`src/rtl/logic_unit_pkg.sv`:
```
// Shared types for the round-robin arbitrated bitwise logic unit.
package logic_unit_pkg;

   typedef enum logic [1:0] {
      OP_AND  = 2'd0,
      OP_OR   = 2'd1,
      OP_XOR  = 2'd2,
      OP_NAND = 2'd3
   } op_e;

   typedef enum logic [1:0] {
      S_IDLE = 2'd0,
      S_EXEC = 2'd1,
      S_RESP = 2'd2
   } state_e;

endpackage

```
`src/rtl/logic_unit.sv`:
```
// Combinational 2-operand bitwise unit shared by all requesters.
module logic_unit
   import logic_unit_pkg::*;
#(
   parameter int unsigned W = 4
) (
   input  op_e            op,
   input  logic [W-1:0]   a,
   input  logic [W-1:0]   b,
   output logic [W-1:0]   y
);

   always_comb begin
      y = '0;
      case (op)
         OP_AND:  y = a & b;
         OP_OR:   y = a | b;
         OP_XOR:  y = a ^ b;
         OP_NAND: y = ~(a & b);
         default: y = '0;
      endcase
   end

endmodule

```
`src/rtl/logic_unit_arbiter.sv`:
```
// Round-robin arbiter sharing one logic unit between N requesters;
// three-state sequencer returns one registered, ID-tagged result per operation.
module logic_unit_arbiter
   import logic_unit_pkg::*;
#(
   parameter  int unsigned N   = 4,
   parameter  int unsigned W   = 4,
   localparam int unsigned IDW = $clog2(N)
) (
   input  logic             clk,
   input  logic             rst,
   input  logic [N-1:0]     req_valid,
   input  logic [2*N-1:0]   req_op,
   input  logic [W*N-1:0]   req_a,
   input  logic [W*N-1:0]   req_b,
   output logic [N-1:0]     req_ready,
   output logic             rsp_valid,
   input  logic             rsp_ready,
   output logic [W-1:0]     rsp_data,
   output logic [IDW-1:0]   rsp_id,
   output logic             busy
);

   state_e           state_q, state_d;
   logic [IDW-1:0]   ptr_q, ptr_d;
   op_e              op_q, op_d;
   logic [W-1:0]     a_q, a_d;
   logic [W-1:0]     b_q, b_d;
   logic [IDW-1:0]   id_q, id_d;
   logic             rsp_valid_q, rsp_valid_d;
   logic [W-1:0]     rsp_data_q, rsp_data_d;
   logic [IDW-1:0]   rsp_id_q, rsp_id_d;
   logic             busy_q, busy_d;

   logic             found;
   logic [IDW-1:0]   win;
   logic [1:0]       win_op;
   logic [W-1:0]     win_a;
   logic [W-1:0]     win_b;
   logic [W-1:0]     unit_y;

   // Priority search starting at ptr, wrapping modulo N.
   always_comb begin
      int unsigned    idx;
      logic [IDW-1:0] idx_w;
      found = 1'b0;
      win   = '0;
      for (int unsigned k = 0; k < N; k++) begin
         idx   = (32'(ptr_q) + k) % N;
         idx_w = IDW'(idx);
         if (!found && req_valid[idx_w]) begin
            found = 1'b1;
            win   = idx_w;
         end
      end
   end

   // Winner payload mux and one-hot accept strobe.
   always_comb begin
      win_op    = '0;
      win_a     = '0;
      win_b     = '0;
      req_ready = '0;
      for (int unsigned i = 0; i < N; i++) begin
         if (win == IDW'(i)) begin
            win_op = req_op[2*i +: 2];
            win_a  = req_a[W*i +: W];
            win_b  = req_b[W*i +: W];
            req_ready[i] = !rst && (state_q == S_IDLE) && found;
         end
      end
   end

   logic_unit #(.W(W)) u_unit (
      .op (op_q),
      .a  (a_q),
      .b  (b_q),
      .y  (unit_y)
   );

   always_comb begin
      state_d     = state_q;
      ptr_d       = ptr_q;
      op_d        = op_q;
      a_d         = a_q;
      b_d         = b_q;
      id_d        = id_q;
      rsp_valid_d = rsp_valid_q;
      rsp_data_d  = rsp_data_q;
      rsp_id_d    = rsp_id_q;
      case (state_q)
         S_IDLE: begin
            if (found) begin
               state_d = S_EXEC;
               op_d    = op_e'(win_op);
               a_d     = win_a;
               b_d     = win_b;
               id_d    = win;
               ptr_d   = (win == IDW'(N-1)) ? '0 : win + IDW'(1);
            end
         end
         S_EXEC: begin
            state_d     = S_RESP;
            rsp_data_d  = unit_y;
            rsp_id_d    = id_q;
            rsp_valid_d = 1'b1;
         end
         S_RESP: begin
            if (rsp_ready) begin
               state_d     = S_IDLE;
               rsp_valid_d = 1'b0;
            end
         end
         default: state_d = S_IDLE;
      endcase
      busy_d = (state_d != S_IDLE);
   end

   always_ff @(posedge clk or posedge rst) begin
      if (rst) begin
         state_q     <= S_IDLE;
         ptr_q       <= '0;
         op_q        <= OP_AND;
         a_q         <= '0;
         b_q         <= '0;
         id_q        <= '0;
         rsp_valid_q <= 1'b0;
         rsp_data_q  <= '0;
         rsp_id_q    <= '0;
         busy_q      <= 1'b0;
      end else begin
         state_q     <= state_d;
         ptr_q       <= ptr_d;
         op_q        <= op_d;
         a_q         <= a_d;
         b_q         <= b_d;
         id_q        <= id_d;
         rsp_valid_q <= rsp_valid_d;
         rsp_data_q  <= rsp_data_d;
         rsp_id_q    <= rsp_id_d;
         busy_q      <= busy_d;
      end
   end

   assign rsp_valid = rsp_valid_q;
   assign rsp_data  = rsp_data_q;
   assign rsp_id    = rsp_id_q;
   assign busy      = busy_q;

endmodule

```
`config.mk`:
```
export PLATFORM = sky130hd
export DESIGN_NAME = logic_unit_arbiter
export DESIGN_NICKNAME = d
export VERILOG_FILES = /design/src/rtl/logic_unit_pkg.sv /design/src/rtl/logic_unit.sv /design/src/rtl/logic_unit_arbiter.sv
export SDC_FILE = /design/constraint.sdc
export NUM_CORES = 1
export LEC_CHECK = 0
export ABC_CLOCK_PERIOD_IN_PS = 2700
export CORE_MARGIN = 2
export CORE_UTILIZATION = 46
export CTS_CLUSTER_SIZE = 30
export DETAILED_ROUTE_END_ITERATION = 7
export GPL_TIMING_DRIVEN = 1
export PLACE_DENSITY = 0.81
export SYNTH_ARGS = -nofsm -noshare
export SYNTH_HDL_FRONTEND = slang
export SYNTH_SLANG_ARGS = --single-unit
```
`constraint.sdc`:
```
create_clock -name clk -period 2.7 [get_ports clk]
set_input_delay 0.54 -clock clk [delete_from_list [all_inputs] [get_ports clk]]
set_output_delay 0.54 -clock clk [all_outputs]
set_load 0.05 [all_outputs]
```
======== Word-level counts from Yosys, hierarchy flattened ========
Index checks and enable logic that the tools add are counted.
operators by class
  $add $sub $neg .......................... 4
  magnitude comparators ................... 4
  eq/ne operators ......................... 9
  multiplexer cells ....................... 39
  bitwise logic cells ..................... 4
  reductions and logical operators ........ 16
operator list
  kind                                                                    number
  4-bit 2-to-1 mux                                                        8
  2-bit 2-to-1 mux                                                        11
  4-bit one-hot mux with 4 select lines                                   1
  1-bit 2-to-1 mux                                                        13
  2-bit by 3-bit < comparator with 1-bit output (second input constant)   4
  2-bit equality test (second input constant)                             5
  1-bit binary-select mux with 2-bit select                               4
  2-bit by 1-bit equality test with 1-bit output (second input constant)  3
  2-bit zero test                                                         3
  2-bit one-hot mux with 3 select lines                                   1
  1-bit logical AND                                                       5
  2-bit by 1-bit adder with 2-bit output (second input constant)          2
  2-bit adder (second input constant)                                     2
  4-bit AND                                                               1
  1-bit zero test                                                         4
  4-bit NOT                                                               1
  4-bit OR                                                                1
  2-bit AND reduction                                                     2
  2-bit nonzero test                                                      2
  4-bit bitwise XOR                                                       1
  2-bit inequality test (second input constant)                           1
  1-bit one-hot mux with 2 select lines                                   1
storage, ports and cells
  bits in registers ....................... 24
  input bits .............................. 47
  output and inout bits ................... 12
  logic and storage cells ................. 86

======== Depth between registers and ports, before layout ========
Gate-level depths: netlist (run 1).
  depth after elaboration ................. 17
  mapped depth ............................ 8
  depth with buffers taken out ............ 7

======== Hierarchy ========
Synthesis (run 1) repeated with hierarchy kept, for this count alone.
second synthesis, totals
  cells, all modules ...................... 188
  area, all modules ....................... 1,739.2 µm²
modules (own cells, without submodules)
  module              instances  cells each  area an instance (µm²)
  logic_unit_arbiter  1          158         1,453.9
  logic_unit          1          30          285.3

======== Worst setup path after synthesis (run 1) ========
No wires, ideal clock.
  kind .................................... input port to output port
  start point ............................. input req_valid[2]
  end point ............................... output req_ready[1]
  arrival time ............................ 2,068 ps
  slack ................................... 92 ps
  stages .................................. 6
  cell sequence ........................... nor2b_1 a311oi_1 or2_1 ha_1 clkbuf_1 and3_1
between the ends
  word-level cells in the longest chain between the ends .. 14
  elaborated cells on any way between the ends .. 25
ends and longest elaborated chain
  element                                                                                     line                                                RTL
  start: declaration                                                                          logic_unit_arbiter.sv:12                            input logic [N-1:0] req_valid,
  1-bit binary-select mux with 2-bit select                                                   logic_unit_arbiter.sv:51                            if (!found && req_valid[idx_w]) begin
  1-bit 2-to-1 mux (implied by the code)                                                      logic_unit_arbiter.sv:51
  1-bit 2-to-1 mux                                                                            logic_unit_arbiter.sv:51
  1-bit zero test                                                                             logic_unit_arbiter.sv:51
  1-bit logical AND                                                                           logic_unit_arbiter.sv:51
  1-bit 2-to-1 mux                                                                            logic_unit_arbiter.sv:51
  1-bit zero test                                                                             logic_unit_arbiter.sv:51
  1-bit logical AND                                                                           logic_unit_arbiter.sv:51
  1-bit 2-to-1 mux                                                                            logic_unit_arbiter.sv:51
  1-bit zero test                                                                             logic_unit_arbiter.sv:51
  1-bit logical AND                                                                           logic_unit_arbiter.sv:51
  2-bit 2-to-1 mux / 1-bit 2-to-1 mux (equally long branches)                                 logic_unit_arbiter.sv:51
  2-bit by 1-bit equality test with 1-bit output / 1-bit logical AND (equally long branches)  logic_unit_arbiter.sv:65, logic_unit_arbiter.sv:69
  1-bit 2-to-1 mux *                                                                          logic_unit_arbiter.sv:65                            if (win == IDW'(i)) begin
  end: declaration                                                                            logic_unit_arbiter.sv:16                            output logic [N-1:0] req_ready,
Mark *: on every way between the ends. The rest lies on a longest branch, timed or not. The select of a mux whose other input is x is not followed.

======== Final worst setup path (run 1) ========
Ends and elaborated chain as after synthesis.

==> results of run 1 <==
[placed cells by master (no fill, tap or decap), types with 2 or more instances in the layout]
cell type,count
sky130_fd_sc_hd__clkdlybuf4s50_1,50
sky130_fd_sc_hd__a21oi_1,24
sky130_fd_sc_hd__dfrtp_1,24
sky130_fd_sc_hd__inv_1,22
sky130_fd_sc_hd__nand2_1,15
sky130_fd_sc_hd__buf_4,13
sky130_fd_sc_hd__nor2_1,12
sky130_fd_sc_hd__nand3b_1,10
sky130_fd_sc_hd__a221o_1,10
sky130_fd_sc_hd__ha_1,10
sky130_fd_sc_hd__a31oi_2,8
sky130_fd_sc_hd__a31oi_1,6
sky130_fd_sc_hd__nor2b_1,4
sky130_fd_sc_hd__a211o_1,4
sky130_fd_sc_hd__buf_12,4
sky130_fd_sc_hd__o211ai_1,3
sky130_fd_sc_hd__nand2b_1,3
sky130_fd_sc_hd__clkbuf_8,3
sky130_fd_sc_hd__o21ai_0,2
sky130_fd_sc_hd__mux2_1,2
sky130_fd_sc_hd__and3_1,2
sky130_fd_sc_hd__and3_4,2
sky130_fd_sc_hd__ha_2,2
sky130_fd_sc_hd__dlygate4sd2_1,2
sky130_fd_sc_hd__dlymetal6s2s_1,2
[synth_stat cells (all sizes together), types with 2 or more instances]
master,count
and3,4
dfrtp,24
clkbuf,12
nand2,16
a31oi,14
nor2b,4
a221o,10
nand3b,10
nand2b,3
o21ai,2
mux2,3
nor2,12
ha,12
buf,2
a21oi,24
a211o,4
or2,2
inv,23
o211ai,3
[power by group through the flow]
stage                     Clock (W)  Sequential, W  Combinational, W
after floorplan                   0       0.000858           0.00107
after global placement            0       0.000713           0.00163
after detailed placement          0       0.000730           0.00168
after CTS                  0.000318       0.000722           0.00171
after global routing       0.000340       0.000757           0.00188
final                      0.000313       0.000721           0.00172
[registers in the layout (all words and copies together) (netlist names)]
name / cells
b_q: 4
ptr_q: 2
rsp_data: 4
rsp_id: 2
op_q: 2
a_q: 4
state_q: 2
rsp_valid: 1
id_q: 2
busy: 1
[cell type report]
class                   instances  area, um^2  share of cell area, %
flip-flops and latches         24         601                   23.6
repair buffers                 71         721                   28.3
clock buffers                   3        41.3                   1.62
well taps                      48        60.1                   2.36
clock inverters                 1        30.0                   1.18
inverters                      23        88.8                   3.49
multi-input cells             133        1000                   39.4
[critical path: cells and delay by family]
| family | cells | cell delay, ns |
|---|---|---|
| AND/OR/NAND/NOR | 3 | 0.60 |
| buffers and inverters | 3 | 0.58 |
| adder cells (fa/ha/maj) | 1 | 0.20 |
| AO/OA/AOI/OAI | 1 | 0.06 |
[worst max path at each step]
stage                                      to  slack (ns)  cells past startpoint
after global routing             req_ready[2]        0.07                      7
after floorplan                  req_ready[1]        0.09                      6
final                            req_ready[1]        0.16                      8
after detailed placement  op_q[0]$_DFFE_PP0P_       -0.12                     10
after global placement     b_q[1]$_DFFE_PP0P_       -0.05                     10
after CTS                        req_ready[1]       0.002                      8
[metrics by stage]
| stage | cell area (um^2) | utilization, % | setup WS, ns | hold WS [ns] |
|---|---|---|---|---|
| 6_report | 2540 | 70.0 | 0.158 | 0.492 |
| 5_1_grt | 2540 | 70.0 | 0.0725 | 0.524 |
| 4_1_cts | 2530 | 69.5 | 0.00153 | 0.499 |
| 3_5_place_dp | 2440 | 67.2 | -0.122 | 0.479 |
| 3_3_place_gp | 2440 | 67.2 | -0.0477 | 0.471 |
| 2_1_floorplan | 1730 | - | 0.0924 | 0.454 |
[metal layers]
layer | routed length (um) | vias up | share of wire (%)
met5 | 0 | - | 0
met4 | 49 | 0 | 1.2
met3 | 192 | 5 | 4.6
met2 | 2040 | 50 | 49
met1 | 1850 | 745 | 45
li1 | - | 814 | -
[logic make-up (layout without fill, tap and decap cells)]
kind of cell / after synthesis / after routing / share of synthesized area [%]
AO/OA/AOI/OAI: 62 / 62 / 27.7
adder cells (fa/ha/maj): 12 / 12 / 8.70
buffers and inverters: 37 / 98 / 8.70
flip-flops: 24 / 24 / 34.8
multiplexers: 4 / 4 / 2.76
AND/OR/NAND/NOR: 55 / 55 / 17.3
[what timing repair did]
action	CTS	global route
setup endpoints to repair	4	4
gates resized for setup	5	6
pin swaps	1	1
setup buffers	0	0
==> impl_table.tex, run 1 <==
\begin{tabular}{lr}
\hline
Metric & Value \\
\hline
\multicolumn{2}{l}{\textbf{Outcome}} \\
Outcome & completed \\
\multicolumn{2}{l}{\textbf{Yosys}} \\
Async set-or-reset flop fraction in the synthesized netlist & 100\% \\
Cell type with the highest aggregate area in the netlist & sky130\_fd\_sc\_hd\_\_dfrtp\_1 \\
Mean instance size in the synthesized netlist & between 8 and 9 um\^{}2 \\
Number of cells produced by synthesis & 194 \\
Mapped cell area & 1730 um\^{}2 \\
Number of distinct standard cells referenced by the synthesized netlist & 35 \\
Yosys warns & 0 \\
Dominant cells by area after synthesis & sky130\_fd\_sc\_hd\_\_dfrtp\_1 35\%, sky130\_fd\_sc\_hd\_\_ha\_1 8.7\%, sky130\_fd\_sc\_hd\_\_a21oi\_1 7.0\%, sky130\_fd\_sc\_hd\_\_a221o\_1 5.8\%, sky130\_fd\_sc\_hd\_\_a31oi\_2 5.8\% \\
Synth Flop Type & sky130\_fd\_sc\_hd\_\_dfrtp\_1 \\
Count of flip-flops with a built-in enable after synthesis & 0 \\
Number of nets in the synthesized netlist & 253 \\
Area share of the leading cell type in the synthesized netlist & 34.8\% \\
Synthesized flop and latch total & 24 \\
Portion of the post-synthesis area used by sequential elements & 34.8\% \\
\multicolumn{2}{l}{\textbf{CTS}} \\
Root buffer cell & sky130\_fd\_sc\_hd\_\_clkbuf\_8 \\
Max clock buf depth & 2 \\
Number of buffers inserted by hold repair at cts & 0 \\
H-tree levels & 1 \\
CTS clock-pin slew for the worst setup and hold paths & 0.09 ns \\
Latest clock arrival within the worst-skew pair & 0.27 ns \\
TritonCTS clock tree & built \\
\# clock sinks & 24 \\
Number of buffers inserted during clock tree synthesis & 3 \\
\multicolumn{2}{l}{\textbf{Critical path}} \\
Max FO, Critical Path & 5 \\
Crit path required time & between 2 and 2.5 ns \\
Endpoint of the most critical register-to-register path & op\_q[0]\$\_DFFE\_PP0P\_ \\
R2r startpoint & ptr\_q[1]\$\_DFFE\_PP0P\_ \\
Critical path's largest stage delay & roughly 0.28 ns \\
Endpoint class of the critical path & output pin \\
Depth of the worst register-to-register path & 9 \\
Highest-delay cell along the critical path & sky130\_fd\_sc\_hd\_\_dlygate4sd2\_1 \\
Kind of start point of the critical path & input port \\
Ordered list of cells on the worst path & dlygate4sd2\_1, nor2b\_1, a311oi\_2, buf\_4, or2\_4, ha\_1, and3\_4, buf\_12 \\
Crit path arrival time & about 2.0 ns \\
Worst setup startpoint & req\_valid[2] \\
Critical path start-end classification & in -> out \\
Setup slack of the worst register-to-register path & 0.46 ns \\
\multicolumn{2}{l}{\textbf{Pwr}} \\
Final total power & between 0.002 and 0.003 W \\
Pwr per Cell Area & 1080 nW/um\^{}2 \\
Power share of the clock group & 11.4\% \\
Share of power burned in registers & 26.2\% \\
Power dissipated by switching net loads & 0.00122 W \\
Internal Power & 0.00154 W \\
Max VDD drop & 0.551 mV \\
Switching power as a share of total power & 44.2\% \\
Comb pwr share & 62.5\% \\
Leak Pwr & between 1 and 1.5 nW \\
\multicolumn{2}{l}{\textbf{Placed design}} \\
Final weighted congestion in routability-driven placement & roughly 0.83 \\
Dpl hpwl & 3100 um \\
Number of I/O port buffers & slightly below 60 \\
Cell total after placement & between 200 and 300 \\
\multicolumn{2}{l}{\textbf{Global routing}} \\
Vias in the first global route & 1,570 \\
GR Overflow Total & 0 \\
Total Routing Usage GR & approximately 20\% \\
Pin count of the biggest net entering global routing & 25 \\
GR met3 Demand/Resource & 3.25\% \\
Gr busiest metal & met2 \\
Wire length of the first global-routing pass & 6880 um \\
Met2 track demand over resource & 33.9\% \\
Met1 track demand over resource & a little over a quarter \\
Antenna violations before repair & 0 \\
\multicolumn{2}{l}{\textbf{Timing}} \\
Final number of hold-violating endpoints & 0 \\
Max transition margin & 52.7\% \\
Setup repair after global routing missed its margin & false \\
Count of endpoints failing setup in the final report & 0 \\
Worst Max-Slew Pin Slew & 0.709 ns \\
Post-route clock period utilization & between 90\% and 100\% \\
Time the worst path needs with I/O delays and setup & 2.54 ns \\
Final Skew & roughly 0.0025 ns \\
Max Clk Rate & 393 MHz \\
Max-slew violation total from the final report & 0 \\
Setup TNS & 0 ns \\
\multicolumn{2}{l}{\textbf{Route}} \\
Via density per instance & 5.33 \\
Remaining antenna violation count after routing & 0 \\
Via count & 1,614 \\
First-iteration detailed-routing DRC count & 90 \\
Detailed Route WL & between 4000 and 5000 um \\
DRC violations left & 0 \\
Detail-routed net length per standard cell & 13.6 um \\
First-pass DRT Iterations & 6 \\
\multicolumn{2}{l}{\textbf{Finish}} \\
Nets & $\sim$320 \\
Fraction of final layout cells with drive strength greater than 1 & approximately 17\% \\
Final instance count without filler cells & $\sim$300 \\
Synth-to-Final Area Change & 47.5\% \\
Fillers & a little under 300 \\
ANT cells & 0 \\
\multicolumn{2}{l}{\textbf{Floorplan}} \\
Number of standard-cell rows in the floorplan & 22 \\
Total Die Area & approximately 4300 um\^{}2 \\
Area of the core & around 3600 um\^{}2 \\
Effective utilization at floorplan & between 40\% and 50\% \\
Die extent in x & 65.2 um \\
Number of I/O pins & between 50 and 60 \\
Die H & 65.2 um \\
\multicolumn{2}{l}{\textbf{Worst hold path}} \\
Hold Path Sink & rsp\_id[1]\$\_DFFE\_PP0P\_ \\
Hold path startpoint & rsp\_id[1]\$\_DFFE\_PP0P\_ \\
Type of the tightest min-delay check & reg -> reg \\
Depth of the worst hold-timing path & 1 \\
\multicolumn{2}{l}{\textbf{Flow run}} \\
Maxcap violations & 0 \\
\hline
\end{tabular}
Note: power is estimated with default switching activity, not from simulation.
==> run 2: changes to the inputs <==
--- a/config.mk
+++ b/config.mk
@@ -7,11 +7,12 @@
 export LEC_CHECK = 0
 export ABC_CLOCK_PERIOD_IN_PS = 2700
 export CORE_MARGIN = 2
-export CORE_UTILIZATION = 46
+export CORE_UTILIZATION = 47
+export CTS_BUF_LIST = sky130_fd_sc_hd__clkbuf_2 sky130_fd_sc_hd__clkbuf_4 sky130_fd_sc_hd__clkbuf_8
 export CTS_CLUSTER_SIZE = 30
 export DETAILED_ROUTE_END_ITERATION = 7
 export GPL_TIMING_DRIVEN = 1
-export PLACE_DENSITY = 0.81
+export PLACE_DENSITY = 0.82
 export SYNTH_ARGS = -nofsm -noshare
 export SYNTH_HDL_FRONTEND = slang
 export SYNTH_SLANG_ARGS = --single-unit
==> run 2 against run 1 <==
Worst setup slack worse by 0.0081 ns. Register-to-register slack better by 0.05 ns. Sequential cell count stayed put.
==> impl_table.tex, run 2 (same netlist as run 1, synthesis figures left out) <==
\begin{tabular}{lr}
\hline
Metric & Value \\
\hline
\multicolumn{2}{l}{\textbf{Global routing}} \\
Total Routing Usage GR & a little over a fifth \\
Vias in the first global route & 1,569 \\
Wire length of the first global-routing pass & 6960 um \\
GR Overflow Total & 0 \\
Pin count of the biggest net entering global routing & 25 \\
Antenna violations before repair & 0 \\
\multicolumn{2}{l}{\textbf{Pwr}} \\
Leak Pwr & 1.13 nW \\
Comb pwr share & between 60\% and 70\% \\
Internal Power & between 0.0015 and 0.002 W \\
Max VDD drop & 0.660 mV \\
Power dissipated by switching net loads & 0.00123 W \\
Switching power as a share of total power & 45.0\% \\
Power share of the clock group & 8.9\% \\
Pwr per Cell Area & $\sim$1100 nW/um\^{}2 \\
Final total power & 0.00273 W \\
Share of power burned in registers & a little over a quarter \\
\multicolumn{2}{l}{\textbf{CTS}} \\
Max clock buf depth & 2 \\
Root buffer cell & sky130\_fd\_sc\_hd\_\_clkbuf\_8 \\
Latest clock arrival within the worst-skew pair & 0.26 ns \\
TritonCTS clock tree & built \\
H-tree levels & 1 \\
CTS clock-pin slew for the worst setup and hold paths & 0.08 ns \\
Number of buffers inserted during clock tree synthesis & 3 \\
Number of buffers inserted by hold repair at cts & 0 \\
\# clock sinks & 24 \\
\multicolumn{2}{l}{\textbf{Timing}} \\
Max Clk Rate & 392 MHz \\
Final number of hold-violating endpoints & 0 \\
Setup TNS & 0 ns \\
Time the worst path needs with I/O delays and setup & 2.55 ns \\
Max-slew violation total from the final report & 0 \\
Final worst hold slack & 0.502 ns \\
Setup repair after global routing missed its margin & false \\
Count of endpoints failing setup in the final report & 0 \\
Post-route clock period utilization & 94.4\% \\
Worst Max-Slew Pin Slew & 0.673 ns \\
Max transition margin & 55.0\% \\
Final Skew & 0.00215 ns \\
Worst Setup Slack, final & between 0.1 and 0.15 ns \\
\multicolumn{2}{l}{\textbf{Critical path}} \\
Critical path start-end classification & in -> out \\
Kind of start point of the critical path & input port \\
Max FO, Critical Path & 5 \\
Critical path's largest stage delay & 0.29 ns \\
Highest-delay cell along the critical path & sky130\_fd\_sc\_hd\_\_dlygate4sd2\_1 \\
Crit path required time & between 2 and 2.5 ns \\
Crit path arrival time & 2.01 ns \\
Endpoint class of the critical path & output pin \\
Ordered list of cells on the worst path & dlygate4sd2\_1, nor2b\_1, a311oi\_2, buf\_4, nor2\_1, ha\_1, and3\_4, buf\_12 \\
\multicolumn{2}{l}{\textbf{Finish}} \\
Fillers & 257 \\
ANT cells & 0 \\
Multi-input logic area & 1030 um\^{}2 \\
Synth-to-Final Area Change & 49.8\% \\
Fraction of final layout cells with drive strength greater than 1 & 20.5\% \\
Most common cell after layout, fill and taps aside & sky130\_fd\_sc\_hd\_\_clkdlybuf4s50\_1 \\
Final instance count without filler cells & 307 \\
Area taken by flip-flops and latches & between 600 and 700 um\^{}2 \\
Nets & 319 \\
Top library cells by usage in the layout, fill and taps aside & 50 x sky130\_fd\_sc\_hd\_\_clkdlybuf4s50\_1, 24 x sky130\_fd\_sc\_hd\_\_dfrtp\_1, 22 x sky130\_fd\_sc\_hd\_\_inv\_1, 22 x sky130\_fd\_sc\_hd\_\_a21oi\_1, 17 x sky130\_fd\_sc\_hd\_\_buf\_4 \\
\multicolumn{2}{l}{\textbf{Route}} \\
DRC violations left & 0 \\
Remaining antenna violation count after routing & 0 \\
Detailed Route WL & between 4000 and 5000 um \\
First-pass DRT Iterations & 4 \\
Via density per instance & 5.27 \\
Detail-routed net length per standard cell & 13.4 um \\
First-iteration detailed-routing DRC count & 50 \\
Via count & 1,617 \\
\multicolumn{2}{l}{\textbf{Placed design}} \\
Worst slack after detailed placement & -0.143 ns \\
Final weighted congestion in routability-driven placement & 0.883 \\
Number of I/O port buffers & 58 \\
Cell total after placement & 301 \\
Dpl hpwl & 3150 um \\
\multicolumn{2}{l}{\textbf{Floorplan}} \\
Die extent in x & 64.6 um \\
Area of the core & 3610 um\^{}2 \\
Number of I/O pins & 59 \\
Die H & 64.6 um \\
Total Die Area & approximately 4200 um\^{}2 \\
Number of standard-cell rows in the floorplan & 22 \\
Effective utilization at floorplan & 47.8\% \\
\multicolumn{2}{l}{\textbf{Outcome}} \\
Outcome & completed \\
\multicolumn{2}{l}{\textbf{Worst hold path}} \\
Type of the tightest min-delay check & reg -> reg \\
\multicolumn{2}{l}{\textbf{Flow run}} \\
Maxcap violations & 0 \\
\hline
\end{tabular}
run 2: cell count changes in the layout (fill, tap and decap cells not counted), sizes merged:
cell / before / now
dlygate4sd2: 2 / 1
clkbuf: 3 / 4
buf: 17 / 21
dlymetal6s2s: 2 / 3
bufinv: 1 / 0
run 2: per-stage QoR:
stage | area, um^2 | utilization, %
4_1_cts | 2550 | 70.8
6_report | 2580 | 71.7
3_3_place_gp | 2460 | 68.1
5_1_grt | 2580 | 71.7
2_1_floorplan | 1730 | -
3_5_place_dp | 2460 | 68.1
run 2: worst max-delay path: cells and delay by family:
kind	cells	cell delay [ns]
and+or+nand+nor	3	0.59
AOI/OAI and AO/OA	1	0.07
buffers and inverters	3	0.58
adders and majority gates	1	0.24
run 2: worst paths after layout:
path / slack (ns) / end / start / cells after the start
min in group asynchronous: 0.80 / id_q[1]$_DFFE_PP0P_ / rst / 3
min: 0.50 / rsp_id[0]$_DFFE_PP0P_ / rsp_id[0]$_DFFE_PP0P_ / 1
max reg2reg: 0.51 / b_q[1]$_DFFE_PP0P_ / ptr_q[1]$_DFFE_PP0P_ / 7
max: 0.15 / req_ready[3] / req_valid[2] / 8
min reg2reg: 0.50 / rsp_id[0]$_DFFE_PP0P_ / rsp_id[0]$_DFFE_PP0P_ / 1
max in group asynchronous: 1.66 / a_q[3]$_DFFE_PP0P_ / rst / 3
run 2: final cells by class:
type	count	share of cell area (%)
Inverter	23	3.44
Tap cell	48	2.32
Timing Repair Buffer	75	29.2
Clock buffer	4	2.13
Sequential cell	24	23.2
Multi-Input combinational cell	133	39.7
run 2: what timing repair did:
item | 4_1_cts | 5_1_grt
endpoints found under the hold margin | 0 | 0
endpoints found under the setup margin | 4 | 4
gates resized for setup | 10 | 7
pin swaps | 2 | 1
cloned | 0 | 0
buffers inserted | 1 | 1
run 2: power by group through the flow:
stage | combinational, W | clock (W) | sequential (W)
after detailed placement | 0.00170 | 0 | 0.000728
after global placement | 0.00165 | 0 | 0.000714
after CTS | 0.00176 | 0.000245 | 0.000722
final | 0.00177 | 0.000242 | 0.000723
after global routing | 0.00192 | 0.000264 | 0.000756
after floorplan | 0.00107 | 0 | 0.000858
run 2: per-layer routing:
metal | part of all wire, % | global-route usage, %
met1 | 44 | 26.8
met2 | 50 | 37.6
met3 | 4.6 | 2.08
met4 | 1.6 | 6.12
met5 | 0 | 0
